<file path="src/rtl/canvas_clear_scheduler_if.sv">
`default_nettype none
// ============================================================================
// canvas_clear_scheduler_if : clear request, freehand tool and canvas write bundle
// Revision: 1.0
// ============================================================================
interface canvas_clear_scheduler_if #(
   parameter int WIDTH       = 640,
   parameter int HEIGHT      = 480,
   parameter int COLOR_WIDTH = 3
);
   localparam int XW = $clog2(WIDTH);
   localparam int YW = $clog2(HEIGHT);

   logic                   clear_req;
   logic [2:0]             clear_layer;
   logic                   clear_abort;
   logic                   tool_valid;
   logic [XW-1:0]          tool_x;
   logic [YW-1:0]          tool_y;
   logic [COLOR_WIDTH-1:0] tool_color;
   logic [2:0]             tool_layer;
   logic                   wr_en;
   logic [XW-1:0]          wr_x;
   logic [YW-1:0]          wr_y;
   logic [COLOR_WIDTH-1:0] wr_color;
   logic [2:0]             wr_layer;
   logic                   busy;
   logic                   clear_done;

   modport master (
      output clear_req, clear_layer, clear_abort,
      output tool_valid, tool_x, tool_y, tool_color, tool_layer,
      input  wr_en, wr_x, wr_y, wr_color, wr_layer, busy, clear_done
   );

   modport slave (
      input  clear_req, clear_layer, clear_abort,
      input  tool_valid, tool_x, tool_y, tool_color, tool_layer,
      output wr_en, wr_x, wr_y, wr_color, wr_layer, busy, clear_done
   );
endinterface
`default_nettype wire

</file>
<file path="src/rtl/canvas_clear_scheduler.sv">
`default_nettype none
// ============================================================================
// canvas_clear_scheduler : sweeps one layer to CLEAR_COLOR, yielding to tool writes
// Revision: 1.0
// ============================================================================
module canvas_clear_scheduler #(
   parameter int                     WIDTH       = 640,
   parameter int                     HEIGHT      = 480,
   parameter int                     COLOR_WIDTH = 3,
   parameter logic [COLOR_WIDTH-1:0] CLEAR_COLOR = '0
) (
   input wire logic                 clk,
   input wire logic                 reset_n,
   canvas_clear_scheduler_if.slave  bus
);
   localparam int XW = $clog2(WIDTH);
   localparam int YW = $clog2(HEIGHT);
   localparam logic [XW-1:0] X_LAST = XW'(WIDTH - 1);
   localparam logic [YW-1:0] Y_LAST = YW'(HEIGHT - 1);

   localparam logic [1:0] IDLE  = 2'd0;
   localparam logic [1:0] CLEAR = 2'd1;
   localparam logic [1:0] DONE  = 2'd2;

   logic [1:0]             state;
   logic [XW-1:0]          sweep_x;
   logic [YW-1:0]          sweep_y;
   logic [2:0]             sweep_layer;
   logic                   wr_en_q;
   logic [XW-1:0]          wr_x_q;
   logic [YW-1:0]          wr_y_q;
   logic [COLOR_WIDTH-1:0] wr_color_q;
   logic [2:0]             wr_layer_q;

   logic layer_ok;
   logic sweep_last;

   assign layer_ok   = (bus.clear_layer >= 3'd1) && (bus.clear_layer <= 3'd4);
   assign sweep_last = (sweep_x == X_LAST) && (sweep_y == Y_LAST);

   always_ff @(posedge clk or negedge reset_n) begin
      if (!reset_n) begin
         state       <= IDLE;
         sweep_x     <= '0;
         sweep_y     <= '0;
         sweep_layer <= '0;
         wr_en_q     <= 1'b0;
         wr_x_q      <= '0;
         wr_y_q      <= '0;
         wr_color_q  <= '0;
         wr_layer_q  <= '0;
      end else begin
         wr_en_q <= 1'b0;

         // The tool owns the write port whenever it asks; the sweep only fills idle slots.
         if (bus.tool_valid) begin
            wr_en_q    <= 1'b1;
            wr_x_q     <= bus.tool_x;
            wr_y_q     <= bus.tool_y;
            wr_color_q <= bus.tool_color;
            wr_layer_q <= bus.tool_layer;
         end

         case (state)
            IDLE: begin
               if (bus.clear_req && layer_ok) begin
                  sweep_layer <= bus.clear_layer;
                  sweep_x     <= '0;
                  sweep_y     <= '0;
                  state       <= CLEAR;
               end
            end
            CLEAR: begin
               if (bus.clear_abort) begin
                  state <= IDLE;
               end else if (!bus.tool_valid) begin
                  wr_en_q    <= 1'b1;
                  wr_x_q     <= sweep_x;
                  wr_y_q     <= sweep_y;
                  wr_color_q <= CLEAR_COLOR;
                  wr_layer_q <= sweep_layer;
                  if (sweep_last) begin
                     state <= DONE;
                  end else if (sweep_x == X_LAST) begin
                     sweep_x <= '0;
                     sweep_y <= sweep_y + 1'b1;
                  end else begin
                     sweep_x <= sweep_x + 1'b1;
                  end
               end
            end
            DONE: begin
               state <= IDLE;
            end
            default: begin
               state <= IDLE;
            end
         endcase
      end
   end

   assign bus.wr_en      = wr_en_q;
   assign bus.wr_x       = wr_x_q;
   assign bus.wr_y       = wr_y_q;
   assign bus.wr_color   = wr_color_q;
   assign bus.wr_layer   = wr_layer_q;
   assign bus.busy       = (state == CLEAR) || (state == DONE);
   assign bus.clear_done = (state == DONE);

endmodule
`default_nettype wire
</file>
<file path="src/flat_wrapper.sv">
// flat-port wrapper written by rule: the top's interface ports become plain ports
module canvas_clear_scheduler_flat 
#(
   parameter int                     WIDTH       = 640,
   parameter int                     HEIGHT      = 480,
   parameter int                     COLOR_WIDTH = 3,
   parameter logic [COLOR_WIDTH-1:0] CLEAR_COLOR = '0
)
  (clk, reset_n, bus_clear_req, bus_clear_layer, bus_clear_abort, bus_tool_valid, bus_tool_x, bus_tool_y, bus_tool_color, bus_tool_layer, bus_wr_en, bus_wr_x, bus_wr_y, bus_wr_color, bus_wr_layer, bus_busy, bus_clear_done);
  canvas_clear_scheduler_if #(.WIDTH(WIDTH), .HEIGHT(HEIGHT), .COLOR_WIDTH(COLOR_WIDTH)) bus_i ();
  input wire logic clk;
  input wire logic reset_n;
  input wire logic [$bits(bus_i.clear_req)-1:0] bus_clear_req;
  input wire logic [$bits(bus_i.clear_layer)-1:0] bus_clear_layer;
  input wire logic [$bits(bus_i.clear_abort)-1:0] bus_clear_abort;
  input wire logic [$bits(bus_i.tool_valid)-1:0] bus_tool_valid;
  input wire logic [$bits(bus_i.tool_x)-1:0] bus_tool_x;
  input wire logic [$bits(bus_i.tool_y)-1:0] bus_tool_y;
  input wire logic [$bits(bus_i.tool_color)-1:0] bus_tool_color;
  input wire logic [$bits(bus_i.tool_layer)-1:0] bus_tool_layer;
  output wire logic [$bits(bus_i.wr_en)-1:0] bus_wr_en;
  output wire logic [$bits(bus_i.wr_x)-1:0] bus_wr_x;
  output wire logic [$bits(bus_i.wr_y)-1:0] bus_wr_y;
  output wire logic [$bits(bus_i.wr_color)-1:0] bus_wr_color;
  output wire logic [$bits(bus_i.wr_layer)-1:0] bus_wr_layer;
  output wire logic [$bits(bus_i.busy)-1:0] bus_busy;
  output wire logic [$bits(bus_i.clear_done)-1:0] bus_clear_done;
  assign bus_i.clear_req = bus_clear_req;
  assign bus_i.clear_layer = bus_clear_layer;
  assign bus_i.clear_abort = bus_clear_abort;
  assign bus_i.tool_valid = bus_tool_valid;
  assign bus_i.tool_x = bus_tool_x;
  assign bus_i.tool_y = bus_tool_y;
  assign bus_i.tool_color = bus_tool_color;
  assign bus_i.tool_layer = bus_tool_layer;
  assign bus_wr_en = bus_i.wr_en;
  assign bus_wr_x = bus_i.wr_x;
  assign bus_wr_y = bus_i.wr_y;
  assign bus_wr_color = bus_i.wr_color;
  assign bus_wr_layer = bus_i.wr_layer;
  assign bus_busy = bus_i.busy;
  assign bus_clear_done = bus_i.clear_done;
  canvas_clear_scheduler #(.WIDTH(WIDTH), .HEIGHT(HEIGHT), .COLOR_WIDTH(COLOR_WIDTH), .CLEAR_COLOR(CLEAR_COLOR)) u_core (.clk(clk), .reset_n(reset_n), .bus(bus_i));
endmodule
</file>
<file path="config.mk">
export PLATFORM = sky130hd
export DESIGN_NAME = canvas_clear_scheduler_flat
export DESIGN_NICKNAME = d
export VERILOG_FILES = /design/src/rtl/canvas_clear_scheduler_if.sv /design/src/rtl/canvas_clear_scheduler.sv /design/src/flat_wrapper.sv
export SDC_FILE = /design/constraint.sdc
export NUM_CORES = 1
export LEC_CHECK = 0
export ABC_AREA = 1
export BUFFER_PORTS_ARGS = -buffer_cell sky130_fd_sc_hd__buf_2
export CORE_AREA = 2 2 91 93
export DETAILED_ROUTE_END_ITERATION = 7
export DIE_AREA = 0 0 93 95
export HOLD_SLACK_MARGIN = 0.12
export PLACE_DENSITY_LB_ADDON = 0.08
export SLEW_MARGIN = 40
export SYNTH_ARGS = -nofsm -noshare
export SYNTH_HDL_FRONTEND = slang
export SYNTH_SLANG_ARGS = --single-unit
export TNS_END_PERCENT = 100
</file>
<file path="constraint.sdc">
create_clock -name clk -period 1.7 [get_ports clk]
set_input_delay 0.17 -clock clk [delete_from_list [all_inputs] [get_ports clk]]
set_output_delay 0.17 -clock clk [all_outputs]
set_load 0.01 [all_outputs]
</file>
Yosys cells after proc, flatten, opt, wreduce, memory -nomap -nowiden
Index checks and enable logic that the tools add are counted.
{"block": "op_classes", "n_shift": 0, "muxes": 37, "eq_ne": 11, "add_sub_neg": 2, "multipliers": 0, "n_reduce_logical": 10, "bitwise": 0, "n_div": 0, "magnitude_cmp": 2}
{"operator": "$mux W10", "count": 9}
{"operator": "$mux W9", "count": 9}
{"operator": "$mux W3", "count": 8}
{"operator": "$pmux W10 S2", "count": 1}
{"operator": "$pmux W9 S2", "count": 1}
{"operator": "$add A10 B1 Y10 const B", "count": 1}
{"operator": "$eq A10 B10 Y1 const B", "count": 1}
{"operator": "$add A9 B1 Y9 const B", "count": 1}
{"operator": "$eq A9 B9 Y1 const B", "count": 1}
{"operator": "$mux W2", "count": 4}
{"operator": "$ne A2 B2 Y1 const B", "count": 3}
{"operator": "$reduce_and A6 Y1", "count": 1}
{"operator": "$reduce_and A5 Y1", "count": 1}
{"operator": "$mux W1", "count": 4}
{"operator": "$ne A2 B1 Y1 const B", "count": 2}
{"operator": "$pmux W2 S2", "count": 1}
{"operator": "$ge A3 B1 Y1 const B", "count": 1}
{"operator": "$le A3 B3 Y1 const B", "count": 1}
{"operator": "$logic_and A1 B1 Y1", "count": 3}
{"operator": "$ne A3 B2 Y1 const B", "count": 1}
{"operator": "$ne A3 B3 Y1 const B", "count": 1}
{"operator": "$reduce_and A3 Y1", "count": 1}
{"operator": "$eq A2 B1 Y1 const B", "count": 1}
{"operator": "$eq A2 B2 Y1 const B", "count": 1}
{"operator": "other kinds (4)", "count": 4}
{"block": "word_totals", "ram_bits": 0, "wordCells": 71, "input_bits": 33, "mem_count": 0, "ff_bits": 50, "out_inout_bits": 28, "rom_bits": 0, "latchBits": 0}

Longest topological paths before layout
Gate-level depths: netlist of run 1.
{"block": "logic_depth", "depth_word": 6, "mapped_depth": 13, "ltp_nobuf": 12}

Least setup slack after synthesis of run 1
No wires, ideal clock.
{"block": "synth_timing", "kind": "reg-to-reg", "startpoint": "register u_core.state[1]", "endpoint": "register u_core.sweep_x[7]", "t_arrival_ns": 1.576, "setup_slack_ns": 0.005, "path_stages_with_launch": 14, "path_cell_list": "dfrtp_1 > inv_1 > ha_1 > buf_6 > inv_6 > buf_6 > nand2_1 > nand2_1 > inv_2 > a21oi_4 > nand2_4 > buf_6 > nand2_2 > o21ai_2"}
{"block": "synth_via", "elab_chain_len": 3, "elab_cells_between_ends": 9, "classes_between": "5 x eq/ne; 1 x mux; 3 x reduce/logical"}
{"item": "from (decl)", "line_no": "canvas_clear_scheduler.sv:25", "text": "logic [1:0] state;"}
{"item": "from (signal assigned)", "line_no": "canvas_clear_scheduler.sv:43", "text": "state <= IDLE;"}
{"item": "from (signal assigned)", "line_no": "canvas_clear_scheduler.sv:70", "text": "state <= CLEAR;"}
{"item": "from (signal assigned)", "line_no": "canvas_clear_scheduler.sv:75", "text": "state <= IDLE;"}
{"item": "$eq A2 B1 Y1 or $logic_not A2 Y1 (tied branches)", "line_no": "canvas_clear_scheduler.sv:64", "text": "case (state)"}
{"item": "$ne A2 B2 Y1 (no source line) (tied with other cells)"}
{"item": "$reduce_and A5 Y1 (no source line)"}
{"item": "to (signal assigned)", "line_no": "canvas_clear_scheduler.sv:88", "text": "sweep_x <= sweep_x + 1'b1;"}
{"item": "to (decl)", "line_no": "canvas_clear_scheduler.sv:26", "text": "logic [XW-1:0] sweep_x;"}
Parallel ways exist; a longest one is shown, timed or not.
A chain may end at the register's enable or synchronous reset.

Worst setup path after layout of run 1
{"block": "layout_timing", "startpoint": "register u_core.sweep_x[0]", "endpoint": "register u_core.sweep_y[8]"}
{"block": "layout_via", "elab_chain_len": 4, "elab_cells_between_ends": 5, "classes_between": "3 x eq/ne; 2 x reduce/logical"}
{"item": "$eq A10 B10 Y1 (*)", "line_no": "canvas_clear_scheduler.sv:39, canvas_clear_scheduler.sv:84"}
{"item": "$logic_and A1 B1 Y1", "line_no": "canvas_clear_scheduler.sv:39", "text": "assign sweep_last = (sweep_x == X_LAST) && (sweep_y == Y_LAST);"}
{"item": "$ne A2 B2 Y1 (no source line)"}
{"item": "$reduce_and A6 Y1 (no source line) (*)"}
{"item": "to (signal assigned)", "line_no": "canvas_clear_scheduler.sv:86", "text": "sweep_y <= sweep_y + 1'b1;"}
{"item": "to (decl)", "line_no": "canvas_clear_scheduler.sv:27", "text": "logic [YW-1:0] sweep_y;"}
Mark *: on every way between the ends. The rest lies on a longest branch, timed or not.

==> results.yml, run 1 <==
status:
  status: "completed"
layout:
  final_cell_mix: "100 x nand2_1, 60 x buf_2, 50 x dfrtp_1"
  layout_commonest_cell: "nand2_1"
  final_cell_area_mm2: 0.00375
  synthToLayoutAreaGrowth_pct: 39.5
  finalNetCount: 489
  multi_input_area_mm2: 0.00131
  final_cells: 557
  drive_gt1_share_pct: 31.9
  layout.area.seq_mm2: 0.00125
  fillers: 844
  n_antenna_cell: 0
clocking:
  cts_sinks: 50
  cts_tree: "done"
  cts_buffers: 5
  root_buffer: "clkbuf_8"
  h-tree-depth: 2
  insertion_delay_ns: 0.31
  ctsLongestPathBuffers: 2
  path_clk_slew_ns: 0.10
detailed_routing:
  avgRoutedWirePerCell_um: 14.3
  routed_wl_um: 7950
  drc: 0
  ant_nets: 0
  via_per_inst: 4.76
  dr.first_iter.drc_count: 152
  drt_pass1_iterations: 4
  num_vias: 2652
power:
  swShare_pct: 38.8
  p_comb_share_pct: 46.9
  power_switching_mw: 1.75
  clkPwrFrac_pct: 19.3
  pwr-share-seq_pct: 33.9
  p_int_mw: 2.76
  vdd_drop_max_uv: 472
  p_leak_nw: 1.85
  power_density_mw_per_mm2: 1200
floorplanning:
  initial_core_util_pct: 33.9
  coreArea_mm2: 0.00793
  rows: 33
  ios: 61
  die_area_mm2: 0.00884
  die_height_um: 95
  die_w_um: 93
timing:
  finalCriticalPeriod_ns: 1.64
  rsz0062_at_grt: "yes"
  slew_headroom_pct: 73.5
  hold_viol_final: 0
  max_freq_mhz: 609
  drv_slew: 0
  fin_crit_sh_pct: 96.7
  tightest_slew_ns: 0.396
  fin_skew_ns: 0.00569
  report.final.setup_viol: 0
worst_hold_path:
  hp-start: "bus_tool_x[1]"
  min_path_cells: 3
  hold_class: "input pin to flop"
setup_path:
  reg2reg_depth: 10
  arrival_ns: 1.89
  crit_path_max_fanout: 5
  crit_required_ns: 1.95
  r2r-start: "u_core.sweep_x[0]$_DFFE_PN0P_"
  worstSetupStartpoint: "u_core.sweep_x[0]$_DFFE_PN0P_"
  cp-end-kind: "flop"
  start_kind: "flop"
  path_class: "flop to flop"
yosys:
  syn_nets: 372
  yosys_warnings: 0
  synth_top_area_cell: "dfrtp_1"
  synth-seq-cells: 50
  seq_area_frac_synth_pct: 46.5
  avgSynthCellArea_um2: 8.05
  yosysUniqueCellTypes: 31
  netlist_area_mm2: 0.00269
  synth.area.top_cells: "dfrtp_1 47%, nand2_1 14%, nor2_1 5.4%"
  synth_top_area_share_pct: 46.5
  syn_inst: 334
placement:
  port-buffer-count: 60
  dpl.hpwl_um: 5690
  place_area_mm2: 0.00329
  dp.cells: 519
  gp_congestion: 0.844
global_routing:
  grt_pass1_wl_um: 12700
  overflow: 0
  antenna_found_initial: 0
  grt_max_degree: 51
  track_usage_pct: 18.4
  grt_pass1_vias: 2455
flow_run:
  drv_cap: 0
[sequential cells by signal, summed over array words and instances (netlist names)]
| signal | flops |
|---|---|
| u_core.bus.wr_layer | 3 |
| u_core.sweep_x | 10 |
| u_core.bus.wr_y | 9 |
| u_core.state | 2 |
| u_core.bus.wr_color | 3 |
| u_core.sweep_layer | 3 |
| u_core.bus.wr_en | 1 |
| u_core.bus.wr_x | 10 |
| u_core.sweep_y | 9 |
[metrics by stage]
stage | power (mW) | utilization, % | setup TNS [ns] | hold WS [ns] | worst slack [ns]
after global placement | 3.25 | 41.5 | 0 | 0.188 | 0.0471
after floorplan | 2.61 | - | 0 | -0.126 | 0.00535
final | 4.51 | 47.3 | 0 | 0.118 | 0.0566
after global routing | 4.82 | 47.3 | -0.670 | 0.120 | -0.0730
after detailed placement | 3.26 | 41.5 | -0.0117 | 0.185 | -0.00898
after CTS | 4.27 | 45.2 | 0 | 0.120 | 0.0180
[kinds of logic after synthesis]
group | share of synthesized area (%)
flip-flops | 46.5
adder cells (fa/ha/maj) | 2.33
XOR/XNOR | 0.326
buffers and inverters | 7.86
AO/OA/AOI/OAI | 11.8
AND/OR/NAND/NOR | 31.2
[what timing repair did]
action | CTS | global route
hold buffers | 16 | 0
setup buffers | 1 | 11
setup endpoints to repair | 9 | 36
cloned | 0 | 2
endpoints found under the hold margin | 65 | 0
pin swaps | 0 | 7
resized for setup | 1 | 15
[Yosys cell counts (all sizes together)]
master / count
nand2: 106
clkinv: 1
inv: 31
ha: 5
dfrtp: 50
o22ai: 17
o211ai: 4
xor2: 1
nand4: 12
buf: 11
a21oi: 10
or2: 3
clkbuf: 1
o21ai: 14
nor2: 43
nor3b: 2
a22o: 3
nand3: 20
[worst paths after layout]
| kind | endpoint | slack, ns |
|---|---|---|
| max reg2reg | u_core.sweep_y[8]$_DFFE_PN0P_ | 0.06 |
| min reg2reg | u_core.bus.wr_y[5]$_DFF_PN0_ | 0.50 |
| max | u_core.sweep_y[8]$_DFFE_PN0P_ | 0.06 |
| max in group asynchronous | u_core.bus.wr_y[4]$_DFF_PN0_ | 1.08 |
| min | u_core.bus.wr_x[1]$_DFF_PN0_ | 0.12 |
| min in group asynchronous | u_core.bus.wr_layer[0]$_DFF_PN0_ | 0.37 |
[layout make-up]
cell class	count	area share (%)
clock inverter	2	1.00
multi-input combinational	242	34.8
inverter	32	3.33
clock buffer	6	1.93
timing repair buffer	120	22.0
sequential	50	33.3
tap	105	3.50
[power groups by stage]
stage                     sequential, mW  combinational (mW)  clock (mW)
final                               1.53                2.11       0.868
after global routing                1.56                2.32       0.942
after CTS                           1.52                1.86       0.892
after detailed placement            1.54                1.71           0
after global placement              1.54                1.71           0
after floorplan                     1.61                1.00           0
[worst max-delay path, stage by stage, from the launching register on]
cell     delay, ns
dfrtp_1       0.36
ha_2          0.18
nand2_1       0.10
nor2_4        0.17
nand3_4       0.12
nor2_2        0.17
nand2_4       0.11
buf_6         0.16
nand3_4       0.08
nand2_1       0.06
nand2_1       0.07
[routing by layer]
| metal | wire (um) | vias up | global-route usage [%] |
|---|---|---|---|
| li1 | - | 1329 | - |
| met1 | 3880 | 1236 | 26.9 |
| met3 | 457 | 8 | 2.79 |
| met4 | 68 | 0 | 4.04 |
| met2 | 3540 | 79 | 29.0 |
| met5 | 0 | - | 0 |
Power figures use the tool's default switching activity.
==> inputs of run 2 (changes only) <==
- ABC_AREA: 1 -> not set
- CORE_AREA: 2 2 91 93 -> 2 2 90 92
- DIE_AREA: 0 0 93 95 -> 0 0 92 94
==> results.yml, run 2 <==
setup_path:
  start_kind: "flop"
  crit_path_max_incr_delay_ns: 0.39
  cp-end-kind: "flop"
  crit_required_ns: 1.90
  path_class: "flop to flop"
  cpLargestDelayFamily: "simple AND/OR/NAND/NOR gates"
  crit_path_max_fanout: 9
  crit_top_cell: "and3_4"
  critPathBufInv: 0
  path_cells: "ha_2 -> and3_4 -> and3_4 -> a311o_2 -> nand2b_4 -> mux2_4"
  critPathSlowestCell: "dfrtp_1"
  arrival_ns: 2.11
layout:
  layout.area.seq_mm2: 0.00125
  drive_gt1_share_pct: 38.9
  layout_commonest_cell: "buf_2"
  final_cell_mix: "60 x buf_2, 50 x dfrtp_1, 47 x nand2_1"
  fin_util_pct: 51.2
  finalNetCount: 430
  multi_input_area_mm2: 0.00139
  synthToLayoutAreaGrowth_pct: 50.4
  fillers: 728
  n_antenna_cell: 0
global_routing:
  grt_pass1_wl_um: 11800
  overflow: 0
  grt_max_degree: 51
  grt_pass1_vias: 2417
  track_usage_pct: 17.4
  antenna_found_initial: 0
power:
  pwr-share-seq_pct: 34.0
  swShare_pct: 36.0
  p_leak_nw: 1.83
  p_int_mw: 3.09
  clkPwrFrac_pct: 17.7
  vdd_drop_max_uv: 553
  p_comb_share_pct: 48.3
  power_density_mw_per_mm2: 1240
  power_switching_mw: 1.74
yosys:
  async_flop_share_pct: 100
  avgSynthCellArea_um2: 9.93
  seq_area_frac_synth_pct: 48.3
  synth-seq-cells: 50
  synth_edf_count: 0
  post-synth-top-count-cell: "dfrtp_1"
  yosys_warnings: 0
  synth_top_area_cell: "dfrtp_1"
  synth_top_area_share_pct: 48.3
  syn_inst: 261
  synth_common_cells: "50 x dfrtp_1, 47 x nand2_1, 41 x o21ai_0"
  ys.flop_type: "dfrtp_1"
  yosysUniqueCellTypes: 43
  netlist_area_mm2: 0.00259
  syn_nets: 299
  synth.area.top_cells: "dfrtp_1 48%, mux2i_1 8.9%, o21ai_0 7.9%"
clocking:
  ctsLongestPathBuffers: 2
  root_buffer: "clkbuf_8"
  insertion_delay_ns: 0.31
  cts_buffers: 5
  cts_tree: "done"
  h-tree-depth: 2
  cts_sinks: 50
  path_clk_slew_ns: 0.09
floorplanning:
  initial_core_util_pct: 34.1
  rows: 32
  coreArea_mm2: 0.00761
  die_height_um: 94
  die_area_mm2: 0.00865
  die_w_um: 92
  ios: 61
detailed_routing:
  dr.first_iter.drc_count: 58
  ant_nets: 0
  drt_pass1_iterations: 4
  routed_wl_um: 7040
  num_vias: 2391
  drc: 0
  via_per_inst: 4.83
  avgRoutedWirePerCell_um: 14.2
placement:
  post-place-ws_ns: -0.238
  gp_congestion: 0.767
  dpl.hpwl_um: 4840
  port-buffer-count: 60
timing:
  rsz0062_at_grt: "yes"
  report.final.setup_viol: 19
  fin_skew_ns: 0.0113
  timing.final.ws_setup_ns: -0.213
  slew_headroom_pct: 71.5
  finalCriticalPeriod_ns: 1.91
  tightest_slew_ns: 0.427
  hold_viol_final: 0
  drv_slew: 0
  fin_crit_sh_pct: 113
  max_freq_mhz: 523
status:
  status: "complete, but fails checks"
  failed_checks: "setup timing"
worst_hold_path:
  hold_class: "input pin to flop"
flow_run:
  drv_cap: 0
==> run 2: cell count changes in the layout (fill, tap and decap cells not counted), moves of 5 or more <==
cell	previous run	this run
a21oi_1	9	0
and3_1	0	5
buf_4	39	45
dlygate4sd3_1	16	29
inv_1	27	2
mux2i_1	0	23
nand2_1	100	47
nand3_1	17	7
nand3b_1	0	5
nand4_1	12	2
nor2_1	38	5
o21ai_0	6	30
o22ai_1	17	1
==> run 2: area by class of cell <==
| class | count | area share (%) |
|---|---|---|
| well taps | 102 | 3.27 |
| repair buffers | 140 | 25.8 |
| inverters | 4 | 0.385 |
| clock inverters | 2 | 0.963 |
| multi-input cells | 191 | 35.7 |
| clock buffers | 6 | 1.86 |
| flip-flops and latches | 50 | 32.1 |
==> run 2: routing by layer <==
| layer | global-route usage, % | vias up | wire length [um] |
|---|---|---|---|
| met5 | 0 | - | 0 |
| met4 | 4.85 | 0 | 82 |
| met3 | 3.45 | 5 | 202 |
| met2 | 32.2 | 43 | 3650 |
| met1 | 20.5 | 1144 | 3100 |
| li1 | - | 1199 | - |
==> run 2: per-stage QoR <==
stage	setup TNS (ns)	std cells	hold slack (ns)	cell area (um^2)	power [mW]
after floorplan	-2.40	261	-0.126	2620	2.83
after detailed placement	-3.05	454	0.185	3330	3.68
final	-2.23	495	0.198	3900	4.83
after global routing	-4.11	495	0.179	3900	5.20
after global placement	-2.65	454	0.187	3330	3.66
after CTS	-2.36	493	0.185	3790	4.72
==> run 2: path summary, 6_finish.rpt <==
path                       cells past startpoint                                end                         startpoint  slack (ns)
min                                            3  u_core.sweep_layer[0]$_DFFE_PN0P_                 bus_clear_layer[0]        0.20
max reg2reg                                    6      u_core.sweep_y[7]$_DFFE_PN0P_      u_core.sweep_y[0]$_DFFE_PN0P_       -0.21
max in group asynchronous                      3      u_core.sweep_y[1]$_DFFE_PN0P_                            reset_n        1.08
min in group asynchronous                      3   u_core.bus.wr_layer[1]$_DFF_PN0_                            reset_n        0.38
min reg2reg                                    1  u_core.sweep_layer[1]$_DFFE_PN0P_  u_core.sweep_layer[1]$_DFFE_PN0P_        0.53
max                                            6      u_core.sweep_y[7]$_DFFE_PN0P_      u_core.sweep_y[0]$_DFFE_PN0P_       -0.21
==> run 2: repair_timing <==
| action | 4_1_cts | 5_1_grt |
|---|---|---|
| pin swaps | 5 | 7 |
| endpoints found under the hold margin | 78 | 0 |
| gates resized for setup | 15 | 26 |
| hold buffers | 29 | 0 |
| cloned | 0 | 0 |
| endpoints found under the setup margin | 19 | 37 |
| setup buffers | 2 | 2 |
==> run 2: tightest hold or removal path: cells and delay by family <==
kind,cells,cell delay (ns)
buffers and inverters,2,0.18
multiplexers,1,0.12
==> run 2: logic make-up (layout without fill, tap and decap cells) <==
logic type | count (synthesis) | count (layout) | synth area share, %
AND/OR/NAND/NOR | 93 | 93 | 18.7
AO/OA/AOI/OAI | 66 | 66 | 16.5
flip-flops | 50 | 50 | 48.3
multiplexers | 27 | 27 | 10.8
buffers and inverters | 20 | 152 | 3.33
adder cells (fa/ha/maj) | 5 | 5 | 2.41
==> run 2: power by group through the flow <==
stage	registers (mW)	clock network, mW	logic (mW)
after floorplan	1.76	0	1.07
after global placement	1.64	0	2.02
after detailed placement	1.66	0	2.03
after CTS	1.64	0.891	2.18
after global routing	1.68	0.941	2.58
final	1.64	0.856	2.33
==> inputs of run 3 (changes only) <==
--- a/config.mk
+++ b/config.mk
@@ -7,7 +7,7 @@
 export LEC_CHECK = 0
 export BUFFER_PORTS_ARGS = -buffer_cell sky130_fd_sc_hd__buf_2
-export CORE_AREA = 2 2 90 92
+export CORE_AREA = 2 2 79 81
 export DETAILED_ROUTE_END_ITERATION = 7
-export DIE_AREA = 0 0 92 94
+export DIE_AREA = 0 0 81 83
 export HOLD_SLACK_MARGIN = 0.12
 export PLACE_DENSITY_LB_ADDON = 0.08
==> constraint.sdc (replaced) <==
create_clock -name clk -period 1.7 [get_ports clk]
set_input_delay 0.17 -clock clk [delete_from_list [all_inputs] [get_ports clk]]
set_output_delay 0.17 -clock clk [all_outputs]
set_load 0.02 [all_outputs]
==> results.yml, run 3 (synthesized netlist as in run 2, its figures left out) <==
status:
  status: "complete, but fails checks"
  failed_checks: "setup timing"
global_routing:
  overflow: 0
  grt_pass1_wl_um: 10500
  track_usage_pct: 19.9
  antenna_found_initial: 0
  grt_pass1_vias: 2213
  grt_max_degree: 51
setup_path:
  start_kind: "flop"
  critPathBufInv: 1
  critPathSlowestCell: "dfrtp_1"
  cp-end-kind: "flop"
  worstSetupStartpoint: "u_core.sweep_y[0]$_DFFE_PN0P_"
  path_class: "flop to flop"
  crit_path_max_fanout: 7
  crit_required_ns: 1.92
  crit_path_max_incr_delay_ns: 0.40
  cpLargestDelayFamily: "simple AND/OR/NAND/NOR gates"
  crit_top_cell: "and3_4"
  path_cells: "ha_2 -> and3_4 -> and3_4 -> a311o_2 -> buf_6 -> or3_1 -> o211ai_1"
  arrival_ns: 2.11
  r2r-start: "u_core.sweep_y[0]$_DFFE_PN0P_"
floorplanning:
  initial_core_util_pct: 44.6
  die_height_um: 83
  ios: 61
  coreArea_mm2: 0.00582
  die_w_um: 81
  die_area_mm2: 0.00672
  rows: 28
power:
  power_density_mw_per_mm2: 1270
  p_comb_share_pct: 49.4
  p_leak_nw: 1.82
  clkPwrFrac_pct: 17.0
  power_switching_mw: 1.79
  total_power_mw: 4.88
  swShare_pct: 36.6
  p_int_mw: 3.09
  vdd_drop_max_uv: 578
  pwr-share-seq_pct: 33.6
layout:
  finalNetCount: 427
  n_antenna_cell: 0
  layout_commonest_cell: "buf_2"
  drive_gt1_share_pct: 39.2
  final_cell_mix: "60 x buf_2, 50 x dfrtp_1, 44 x nand2_1"
  synthToLayoutAreaGrowth_pct: 47.8
timing:
  hold_viol_final: 0
  fin_skew_ns: 0.00727
  report.final.setup_viol: 19
  timing.final.ws_setup_ns: -0.190
  drv_slew: 0
  finalCriticalPeriod_ns: 1.89
  tns_ns: -2.20
  max_freq_mhz: 529
  tightest_slew_ns: 0.430
  fin_crit_sh_pct: 111
  slew_headroom_pct: 71.4
  rsz0062_at_grt: "yes"
detailed_routing:
  num_vias: 2392
  dr.first_iter.drc_count: 94
  avgRoutedWirePerCell_um: 13.9
  routed_wl_um: 6460
  via_per_inst: 5.14
  drt_pass1_iterations: 4
  ant_nets: 0
  drc: 0
flow_run:
  drv_cap: 0
placement:
  port-buffer-count: 60
  gp_congestion: 0.804
  dpl.hpwl_um: 4290
clocking:
  h-tree-depth: 2
  cts_buffers: 5
  root_buffer: "clkbuf_8"
  cts_tree: "done"
  ctsLongestPathBuffers: 2
  insertion_delay_ns: 0.30
  cts_sinks: 50
  path_clk_slew_ns: 0.09
worst_hold_path:
  hold_class: "input pin to flop"
  hp-start: "bus_clear_layer[0]"
run 3: cell types whose count changed in the layout (fill, tap and decap cells not counted), sizes merged:
cell	previous run	this run
dlygate4sd3	29	28
clkinv	0	2
clkbuf	6	5
clkinvlp	1	0
buf	111	109
run 3: timing repair:
action,4_1_cts,5_1_grt
pin swaps,10,6
hold endpoints to repair,44,0
resized for setup,24,17
setup endpoints to repair,19,35
hold buffers,28,0
buffers inserted,2,6
run 3: worst paths after layout:
path | to | slack (ns) | cells past startpoint
worst max-delay path | u_core.sweep_x[2]$_DFFE_PN0P_ | -0.19 | 7
worst min-delay path | u_core.sweep_layer[0]$_DFFE_PN0P_ | 0.13 | 2
worst max register to register | u_core.sweep_x[2]$_DFFE_PN0P_ | -0.19 | 7
worst min register to register | u_core.sweep_layer[0]$_DFFE_PN0P_ | 0.53 | 1
max in group asynchronous | u_core.sweep_y[3]$_DFFE_PN0P_ | 0.86 | 3
min in group asynchronous | u_core.bus.wr_layer[0]$_DFF_PN0_ | 0.32 | 2
run 3: power by group through the flow:
stage	combinational, mW	clock [mW]	sequential (mW)
5_1_grt	2.65	0.891	1.67
4_1_cts	2.28	0.849	1.64
2_1_floorplan	1.08	0	1.84
6_report	2.41	0.828	1.64
3_5_place_dp	2.07	0	1.65
3_3_place_gp	2.04	0	1.65
run 3: area by class of cell:
cell class | instances | area [um^2]
fill | 498 | 1980
multi-input combinational | 191 | 1380
sequential | 50 | 1250
timing repair buffer | 137 | 983
tap | 75 | 93.8
clock buffer | 5 | 68.8
clock inverter | 3 | 40.0
inverter | 4 | 15.0
run 3: per-layer routing:
metal,vias to the layer above,global-route usage (%),part of all wire (%)
li1,1190,-,-
met2,47,32.8,48
met1,1148,27.1,47
met3,7,3.70,3.3
met5,-,0,0
met4,0,4.78,1.6
run 3: metrics by stage:
stage                     worst slack [ns]  hold WS (ns)  cell area, um^2  util [%]  std cells
after detailed placement            -0.227         0.131             3260      56.0        422
after floorplan                     -0.283        -0.126             2620         -        261
after global routing                -0.278         0.126             3830      65.9        465
after CTS                           -0.179         0.125             3740      64.3        460
after global placement              -0.189         0.131             3260      56.0        422
final                               -0.190         0.128             3830      65.9        465
